## config.mk

```make
export PLATFORM = sky130hd
export DESIGN_NAME = wr_bus_master
export DESIGN_NICKNAME = d
export VERILOG_FILES = /design/src/rtl/wr_bus_master_pkg.sv /design/src/rtl/wr_cmd_fifo.sv /design/src/rtl/wr_bus_master.sv
export SDC_FILE = /design/constraint.sdc
export NUM_CORES = 1
export LEC_CHECK = 0
export ABC_AREA = 1
export BUFFER_PORTS_ARGS = -buffer_cell sky130_fd_sc_hd__buf_2
export CORE_UTILIZATION = 45
export CTS_BUF_LIST = sky130_fd_sc_hd__clkbuf_16
export CTS_CLUSTER_SIZE = 25
export DETAILED_ROUTE_END_ITERATION = 10
export GPL_ROUTABILITY_DRIVEN = 0
export PLACE_DENSITY = 0.6
export SETUP_SLACK_MARGIN = 0.4
export SLEW_MARGIN = 15
export SYNTH_ARGS = -nofsm -noshare
export SYNTH_HDL_FRONTEND = slang
export SYNTH_SLANG_ARGS = --single-unit
```

## constraint.sdc

```tcl
create_clock -name clk_in -period 4.45 [get_ports clk_in]
set_input_delay 0.2225 -clock clk_in [delete_from_list [all_inputs] [get_ports clk_in]]
set_output_delay 0.2225 -clock clk_in [all_outputs]
set_load 0.005 [all_outputs]
```

## src/rtl/wr_bus_master_pkg.sv

```systemverilog
// Shared definitions for the parameter write-bus initiator: broadcast code,
// FSM encodings and the default bus payload layout.
package wr_bus_master_pkg;

    localparam int unsigned N_CHAN_DEF     = 8;
    localparam int unsigned W_WR_ADDR_DEF  = 16;
    localparam int unsigned W_WR_CHAN_DEF  = 16;
    localparam int unsigned W_WR_DATA_DEF  = 48;
    localparam int unsigned FIFO_DEPTH_DEF = 16;
    localparam int unsigned W_FIFO_DEF     = 4;

    localparam logic [15:0] BCAST_CHAN = 16'hFFFF;

    typedef enum logic [0:0] {
        ST_IDLE  = 1'b0,
        ST_BCAST = 1'b1
    } wr_state_e;

    typedef struct packed {
        logic [W_WR_ADDR_DEF-1:0] addr;
        logic [W_WR_CHAN_DEF-1:0] chan;
        logic [W_WR_DATA_DEF-1:0] data;
    } wr_cmd_t;

endpackage

```

## src/rtl/wr_cmd_fifo.sv

```systemverilog
// Synchronous command FIFO with first-word fall-through head and occupancy count.
module wr_cmd_fifo #(
    parameter int unsigned W_ENTRY = 80,
    parameter int unsigned DEPTH   = 16,
    parameter int unsigned W_PTR   = 4
) (
    input  logic               clk,
    input  logic               rst,
    input  logic               push,
    input  logic               pop,
    input  logic [W_ENTRY-1:0] din,
    output logic [W_ENTRY-1:0] head,
    output logic               full,
    output logic               empty,
    output logic [W_PTR:0]     level
);

    localparam int unsigned W_LVL = W_PTR + 1;

    logic [W_ENTRY-1:0] mem [DEPTH];
    logic [W_PTR-1:0]   wr_ptr;
    logic [W_PTR-1:0]   rd_ptr;
    logic               do_push;
    logic               do_pop;

    assign full    = (level == W_LVL'(DEPTH));
    assign empty   = (level == '0);
    assign do_push = push && !full;
    assign do_pop  = pop && !empty;
    assign head    = mem[rd_ptr];

    // Storage is not reset; only pointers and count define validity.
    always_ff @(posedge clk) begin
        if (do_push) begin
            mem[wr_ptr] <= din;
        end
    end

    always_ff @(posedge clk) begin
        if (rst) begin
            wr_ptr <= '0;
            rd_ptr <= '0;
            level  <= '0;
        end else begin
            if (do_push) begin
                wr_ptr <= wr_ptr + W_PTR'(1);
            end
            if (do_pop) begin
                rd_ptr <= rd_ptr + W_PTR'(1);
            end
            if (do_push && !do_pop) begin
                level <= level + W_LVL'(1);
            end else if (do_pop && !do_push) begin
                level <= level - W_LVL'(1);
            end
        end
    end

endmodule

```

## src/rtl/wr_bus_master.sv

```systemverilog
// Frontpanel parameter write-bus initiator: FIFO-buffered host commands issued as
// single-cycle writes. Define WR_BCAST_EN to expand BCAST_CHAN into one write per channel.
module wr_bus_master
    import wr_bus_master_pkg::*;
#(
    parameter int unsigned N_CHAN     = N_CHAN_DEF,
    parameter int unsigned W_WR_ADDR  = W_WR_ADDR_DEF,
    parameter int unsigned W_WR_CHAN  = W_WR_CHAN_DEF,
    parameter int unsigned W_WR_DATA  = W_WR_DATA_DEF,
    parameter int unsigned FIFO_DEPTH = FIFO_DEPTH_DEF,
    parameter int unsigned W_FIFO     = W_FIFO_DEF
) (
    input  logic                 clk_in,
    input  logic                 rst_in,
    input  logic                 cmd_valid,
    output logic                 cmd_ready,
    input  logic [W_WR_ADDR-1:0] cmd_addr,
    input  logic [W_WR_CHAN-1:0] cmd_chan,
    input  logic [W_WR_DATA-1:0] cmd_data,
    output logic                 wr_en,
    output logic [W_WR_ADDR-1:0] wr_addr,
    output logic [W_WR_CHAN-1:0] wr_chan,
    output logic [W_WR_DATA-1:0] wr_data,
    output logic                 busy,
    output logic [W_FIFO:0]      level
);

    localparam int unsigned W_ENTRY = W_WR_ADDR + W_WR_CHAN + W_WR_DATA;

    if (FIFO_DEPTH < 2 || (1 << W_FIFO) != FIFO_DEPTH || N_CHAN < 1) begin : g_bad_param
        $error("wr_bus_master: inconsistent FIFO_DEPTH/W_FIFO/N_CHAN");
    end

    logic                 push_c;
    logic                 pop_c;
    logic                 full;
    logic                 empty;
    logic [W_ENTRY-1:0]   head;
    logic [W_WR_ADDR-1:0] head_addr;
    logic [W_WR_CHAN-1:0] head_chan;
    logic [W_WR_DATA-1:0] head_data;

    logic                 en_n;
    logic [W_WR_ADDR-1:0] addr_n;
    logic [W_WR_CHAN-1:0] chan_n;
    logic [W_WR_DATA-1:0] data_n;

    assign cmd_ready = !full;
    assign push_c    = cmd_valid && !full;
    assign {head_addr, head_chan, head_data} = head;

    wr_cmd_fifo #(
        .W_ENTRY (W_ENTRY),
        .DEPTH   (FIFO_DEPTH),
        .W_PTR   (W_FIFO)
    ) u_fifo (
        .clk   (clk_in),
        .rst   (rst_in),
        .push  (push_c),
        .pop   (pop_c),
        .din   ({cmd_addr, cmd_chan, cmd_data}),
        .head  (head),
        .full  (full),
        .empty (empty),
        .level (level)
    );

`ifdef WR_BCAST_EN
    localparam int unsigned W_BCNT = (N_CHAN > 1) ? $clog2(N_CHAN) : 1;

    wr_state_e         state;
    wr_state_e         state_n;
    logic [W_BCNT-1:0] bcnt;
    logic [W_BCNT-1:0] bcnt_n;

    assign busy = !empty || (state != ST_IDLE);

    // Issue decision; wr_addr/wr_data double as the broadcast latch.
    always_comb begin
        pop_c   = 1'b0;
        en_n    = 1'b0;
        addr_n  = wr_addr;
        chan_n  = wr_chan;
        data_n  = wr_data;
        state_n = state;
        bcnt_n  = bcnt;
        case (state)
            ST_IDLE: begin
                if (!empty) begin
                    pop_c  = 1'b1;
                    en_n   = 1'b1;
                    addr_n = head_addr;
                    chan_n = head_chan;
                    data_n = head_data;
                    if (head_chan == W_WR_CHAN'(BCAST_CHAN)) begin
                        chan_n = '0;
                        if (N_CHAN > 1) begin
                            state_n = ST_BCAST;
                            bcnt_n  = W_BCNT'(1);
                        end
                    end
                end
            end
            ST_BCAST: begin
                en_n   = 1'b1;
                chan_n = W_WR_CHAN'(bcnt);
                bcnt_n = bcnt + W_BCNT'(1);
                if (bcnt == W_BCNT'(N_CHAN - 1)) begin
                    state_n = ST_IDLE;
                end
            end
            default: state_n = ST_IDLE;
        endcase
    end

    always_ff @(posedge clk_in) begin
        if (rst_in) begin
            state <= ST_IDLE;
            bcnt  <= '0;
        end else begin
            state <= state_n;
            bcnt  <= bcnt_n;
        end
    end
`else
    assign busy = !empty;

    // Every entry, broadcast code included, is one write.
    always_comb begin
        pop_c  = 1'b0;
        en_n   = 1'b0;
        addr_n = wr_addr;
        chan_n = wr_chan;
        data_n = wr_data;
        if (!empty) begin
            pop_c  = 1'b1;
            en_n   = 1'b1;
            addr_n = head_addr;
            chan_n = head_chan;
            data_n = head_data;
        end
    end
`endif

    always_ff @(posedge clk_in) begin
        if (rst_in) begin
            wr_en   <= 1'b0;
            wr_addr <= '0;
            wr_chan <= '0;
            wr_data <= '0;
        end else begin
            wr_en   <= en_n;
            wr_addr <= addr_n;
            wr_chan <= chan_n;
            wr_data <= data_n;
        end
    end

endmodule

```

==> results of run 1 <==
[sequential cells by signal (all words and copies together), names as in the netlist]
signal,cells
u_fifo.rd_ptr,4
u_fifo.mem,1280
wr_data,48
wr_en,1
wr_addr,16
u_fifo.wr_ptr,4
u_fifo.level,5
wr_chan,16
[worst max-delay path, stage by stage (launching register included)]
cell and delay [ns]:
dfxtp_4 0.46, buf_4 0.61, buf_4 0.84, nand2_1 0.14, nand3_1 0.12, nand3_1 0.08
nand3_1 0.13, nand3_1 0.10, nand2_1 0.09, inv_1 0.03
[path summary, 6_finish.rpt]
path / start / endpoint / slack, ns / cells after the start
max: u_fifo.rd_ptr[0] / wr_chan[7] / 1.59 / 9
max reg2reg: u_fifo.rd_ptr[0] / wr_chan[7] / 1.59 / 9
min: cmd_addr[8] / u_fifo.mem[15][72] / 0.39 / 2
min reg2reg: u_fifo.wr_ptr[3] / u_fifo.wr_ptr[3] / 0.51 / 2
[report_power, final]
group	switching, W	internal (W)	total (W)
combinational	0.00692	0.00290	0.00982
clock	0.00500	0.00686	0.0119
sequential	0.000357	0.0147	0.0151
total	0.0123	0.0245	0.0368
[per-stage QoR]
step	power, W	instances	cell area (um^2)	TNS [ns]	utilization [%]
2_1_floorplan	0.02213	5528	57480	-288.78	-
3_3_place_gp	0.02509	7135	60050	0	47.58
3_5_place_dp	0.02514	7135	60050	0	47.58
4_1_cts	0.03704	7489	65570	0	51.94
5_1_grt	0.03876	7489	65570	0	51.94
6_report	0.03678	7490	65570	0	51.95
[what timing repair did]
action	4_1_cts	5_1_grt
hold buffers	82	0
setup endpoints to repair	0	0
endpoints found under the hold margin	1296	0
[cells in the mapped netlist]
library cell,number
nor2_2,1
nand4_1,2
buf_2,179
nand3_1,883
dfxtp_1,94
nand3b_1,1
inv_1,733
inv_2,4
nor2_1,183
ha_1,8
o21ai_0,11
a21oi_1,12
buf_4,16
buf_1,30
inv_4,1
xor2_1,3
o21ai_1,1
xnor2_1,1
buf_6,4
clkbuf_1,64
edfxtp_1,1280
nand2_1,2017
[routing by layer]
metal	track usage, %	up-vias
met3	3.549	227
li1	-	18350
met2	38.13	1257
met5	0	-
met4	6.101	16
met1	31.57	18400
[final cells by class]
type / instances / area (um^2)
inverter: 738 / 2806
clock buffer: 153 / 3829
tap: 1650 / 2064
multi-input combinational: 3123 / 13090
timing repair buffer: 332 / 2575
antenna: 1 / 2.502
clock inverter: 119 / 865.8
sequential: 1374 / 40330
fill: 11140 / 60650
[cell families (layout without fill, tap and decap cells)]
group                    Yosys count  count (layout)  share of synthesized area (%)
other                              0               1                              0
adder cells (fa/ha/maj)            8               8                         0.1742
XOR/XNOR                           4               4                        0.06098
buffers and inverters           1031            1342                          7.285
flip-flops                      1374            1374                          70.16
AND/OR/NAND/NOR                 3087            3087                          22.11
AO/OA/AOI/OAI                     24              24                         0.2090
==> impl_metrics.env, run 1 <==
export IMPL_routed_wl_met3_mm=9.668
export IMPL_ys_seq_area_share_pct=70.16
export IMPL_worst_pin_slew_ns=1.136
export IMPL_skew_ns=0.03075
export IMPL_cts_sinks=1374
export IMPL_routed_wl_mm=149.5
export IMPL_final_common_cell="nand2_1"
export IMPL_hold_slack_ns=0.3942
export IMPL_drtAntennaViolNets=0
export IMPL_synth_avg_cell_area_um2=10.40
export IMPL_ys_ff_latch=1374
export IMPL_die_w_um=359.3
export IMPL_wl_per_cell_um=19.96
export IMPL_worstPathRequired_ns=5.09
export IMPL_crit_path_end_kind="flop"
export IMPL_cts_clk_slew_worst_paths_ns=0.06
export IMPL_drt_iter0_markers=3547
export IMPL_final_period_utilization_pct=64.23
export IMPL_top_layer="met5"
export IMPL_vias=38260
export IMPL_met1Wirelength_mm=65.66
export IMPL_hp_class="input pin to flop"
export IMPL_die_height_um=359.3
export IMPL_maxCapViolations=0
export IMPL_timing_final_crit_period_ns=2.858
export IMPL_grt_usage_pct=23.00
export IMPL_final_nets=5807
export IMPL_drive_above_1_share_pct=8.255
export IMPL_numCtsBuffers=147
export IMPL_start_util_pct=45.53
export IMPL_peakVddDrop_v=0.0007525
export IMPL_io_pin_count=171
export IMPL_total_leakage_power_nw=27.86
export IMPL_drc=0
export IMPL_fin_ws_ns=1.592
export IMPL_ctsResizeCount=0
export IMPL_io_buffers=170
export IMPL_max_slew_margin_pct=24.29
export IMPL_core_um2=126200
export IMPL_ys_warn_count=0
export IMPL_grt_overflow=0
export IMPL_cts_htree_levels=4
export IMPL_viasPerCell=5.108
export IMPL_syn_to_final_growth_pct=14.10
export IMPL_rows=130
export IMPL_syn_nets=5619
export IMPL_status="completed"
export IMPL_cts_tree="done"
export IMPL_hpwlAfterDp_mm=72.09
export IMPL_fmax_mhz=349.9
export IMPL_crit_type="flop to flop"
export IMPL_grt_pass1_wl_mm=226.5
export IMPL_synth_area_top_cells="edfxtp_1 (67%), nand2_1 (13%), nand3_1 (7.7%), inv_1 (4.8%), dfxtp_1 (3.3%)"
export IMPL_finalSetupViolations=0
export IMPL_synth_top_area_share_pct=66.89
export IMPL_wl_met2_mm=71.15
export IMPL_finalHoldViolCount=0
export IMPL_synth_distinct_cells=22
export IMPL_cts_buffer_depth=3
export IMPL_yosys_area_top_type="edfxtp_1"
export IMPL_drv_slew=0
export IMPL_first_pass_iters=5
export IMPL_syn_inst=5528
export IMPL_start_kind="flop"
export IMPL_grt_start_max_net_pins=209
export IMPL_final_cell_mix="nand2_1 (2017), edfxtp_1 (1280), nand3_1 (882)"
export IMPL_netlist_area_um2=57460
export IMPL_cts_setup_buffers=0
export IMPL_crit_arrival_ns=3.50
export IMPL_rsz0062_at_grt="false"
export IMPL_clk_latency_ns=0.75
export IMPL_antenna_found_initial=9
export IMPL_cp_max_fo=89
export IMPL_post_place_ws_ns=1.675
export IMPL_power_density_nw_per_um2=560.9
export IMPL_grt_pass1_vias=37100
export IMPL_cts_root_buf="clkbuf_16"
export IMPL_dieArea_um2=129100
No activity file was read; power rests on OpenSTA's default activity.
==> inputs of run 2 (changes only) <==
Settings changed: PLACE_DENSITY 0.6 to 0.58.
Clock period 4.45 ns to 2.9 ns, I/O delays scaled along.
==> impl_metrics.env, run 2 (synthesis gave the netlist of run 1 again) <==
export IMPL_first_pass_iters=5
export IMPL_largest_reg_flops=1280
export IMPL_final_cell_mix="nand2_1 (2012), edfxtp_1 (1280), nand3_1 (881)"
export IMPL_maxCapViolations=0
export IMPL_rows=130
export IMPL_vias=38290
export IMPL_grt_start_max_net_pins=163
export IMPL_crit_type="flop to output port"
export IMPL_final_common_cell="nand2_1"
export IMPL_grt_overflow=0
export IMPL_power_w=0.05603
export IMPL_drtAntennaViolNets=0
export IMPL_worstPathRequired_ns=2.76
export IMPL_grt_usage_pct=23.21
export IMPL_routed_wl_mm=149.7
export IMPL_drv_slew=0
export IMPL_fin_area_um2=65840
export IMPL_skew_ns=0.02035
export IMPL_final_period_utilization_pct=78.89
export IMPL_peakVddDrop_v=0.0009728
export IMPL_worst_pin_slew_ns=1.047
export IMPL_wl_per_cell_um=19.96
export IMPL_finalSetupViolations=0
export IMPL_post_place_ws_ns=0.5871
export IMPL_grt_pass1_wl_mm=226.2
export IMPL_numCtsBuffers=148
export IMPL_antenna_found_initial=8
export IMPL_drt_iter0_markers=3462
export IMPL_max_slew_margin_pct=30.18
export IMPL_cp_max_fo=83
export IMPL_cts_tree="done"
export IMPL_start_util_pct=45.53
export IMPL_start_kind="flop"
export IMPL_finalHoldViolCount=0
export IMPL_io_buffers=170
export IMPL_fin_ws_ns=0.6122
export IMPL_io_pin_count=171
export IMPL_utilization_pct=52.16
export IMPL_drc=0
export IMPL_die_w_um=359.3
export IMPL_crit_path_end_kind="output port"
export IMPL_clk_latency_ns=0.78
export IMPL_viasPerCell=5.104
export IMPL_cts_root_buf="clkbuf_16"
export IMPL_grt_pass1_vias=36560
export IMPL_core_um2=126200
export IMPL_status="completed"
export IMPL_die_height_um=359.3
export IMPL_fmax_mhz=437.1
export IMPL_total_leakage_power_nw=28.03
export IMPL_regMostFlops="u_fifo.mem"
export IMPL_drive_above_1_share_pct=8.090
export IMPL_reg_largest_list="u_fifo.mem (1280), wr_data (48)"
export IMPL_dieArea_um2=129100
export IMPL_crit_arrival_ns=2.14
export IMPL_final_nets=5814
export IMPL_hpwlAfterDp_mm=71.35
export IMPL_cts_htree_levels=4
export IMPL_place_area_um2=60490
export IMPL_cts_clk_slew_worst_paths_ns=0.06
export IMPL_syn_to_final_growth_pct=14.58
export IMPL_power_density_nw_per_um2=851.1
export IMPL_cts_buffer_depth=3
export IMPL_rsz0062_at_grt="false"
export IMPL_hp_class="input pin to flop"
export IMPL_tns_ns=0
export IMPL_cts_sinks=1374
export IMPL_timing_final_crit_period_ns=2.288
-- run 2: cell count changes in the layout (fill, tap and decap cells not counted), sizes merged --
cell	previous run	this run
clkbuf	153	152
clkinvlp	0	3
buf	250	255
bufinv	11	3
clkinv	71	43
diode	1	5
bufbuf	0	1
inv	775	811
-- run 2: critical path, cell delays in order, from the launching register on --
cell	delay [ns]
dfxtp_2	0.40
nor2_4	0.08
nand3_4	0.11
buf_16	0.52
buf_2	0.23
-- run 2: metal layers --
layer | wire length (um) | up-vias | track usage, %
li1 | - | 18370 | -
met1 | 65600 | 18560 | 31.74
met2 | 71680 | 1140 | 38.29
met3 | 9224 | 209 | 3.609
met4 | 3155 | 8 | 6.741
met5 | 57 | - | 0
-- run 2: final timing paths --
check	start	to	slack (ns)	cells past startpoint
worst min register to register	u_fifo.level[0]	u_fifo.level[0]	0.52	1
worst min-delay path	cmd_data[34]	u_fifo.mem[7][34]	0.29	2
worst max register to register	u_fifo.level[2]	u_fifo.level[4]	0.66	13
worst max-delay path	u_fifo.level[0]	busy	0.61	4
-- run 2: power by group --
part           internal (W)  switching, W  total [W]
Sequential           0.0226      0.000610     0.0232
Clock               0.00974       0.00759     0.0173
Combinational       0.00474        0.0107     0.0155
Total                0.0371        0.0189     0.0560
-- run 2: stage by stage --
step,hold WS [ns],std cells
6_report,0.2887,7502
5_1_grt,0.2841,7498
3_5_place_dp,0.4819,7140
2_1_floorplan,0.2439,5528
3_3_place_gp,0.4753,7140
4_1_cts,0.2346,7497
-- run 2: cell type report --
type                       count  area, um^2
antenna                        5       12.51
clock buffer                 152        3804
clock inverter               122       660.6
fill                       11120       60380
inverter                     738        2811
multi-input combinational   3123       13150
sequential                  1374       40340
tap                         1650        2064
timing repair buffer         338        3003
-- run 2: repair_timing --
item                       4_1_cts  5_1_grt
gates resized for setup          1        2
setup buffers                    0        0
cloned                           1        0
setup endpoints to repair        1        1
pin swaps                        0        0
hold buffers                    82        0
hold endpoints to repair      1296        0
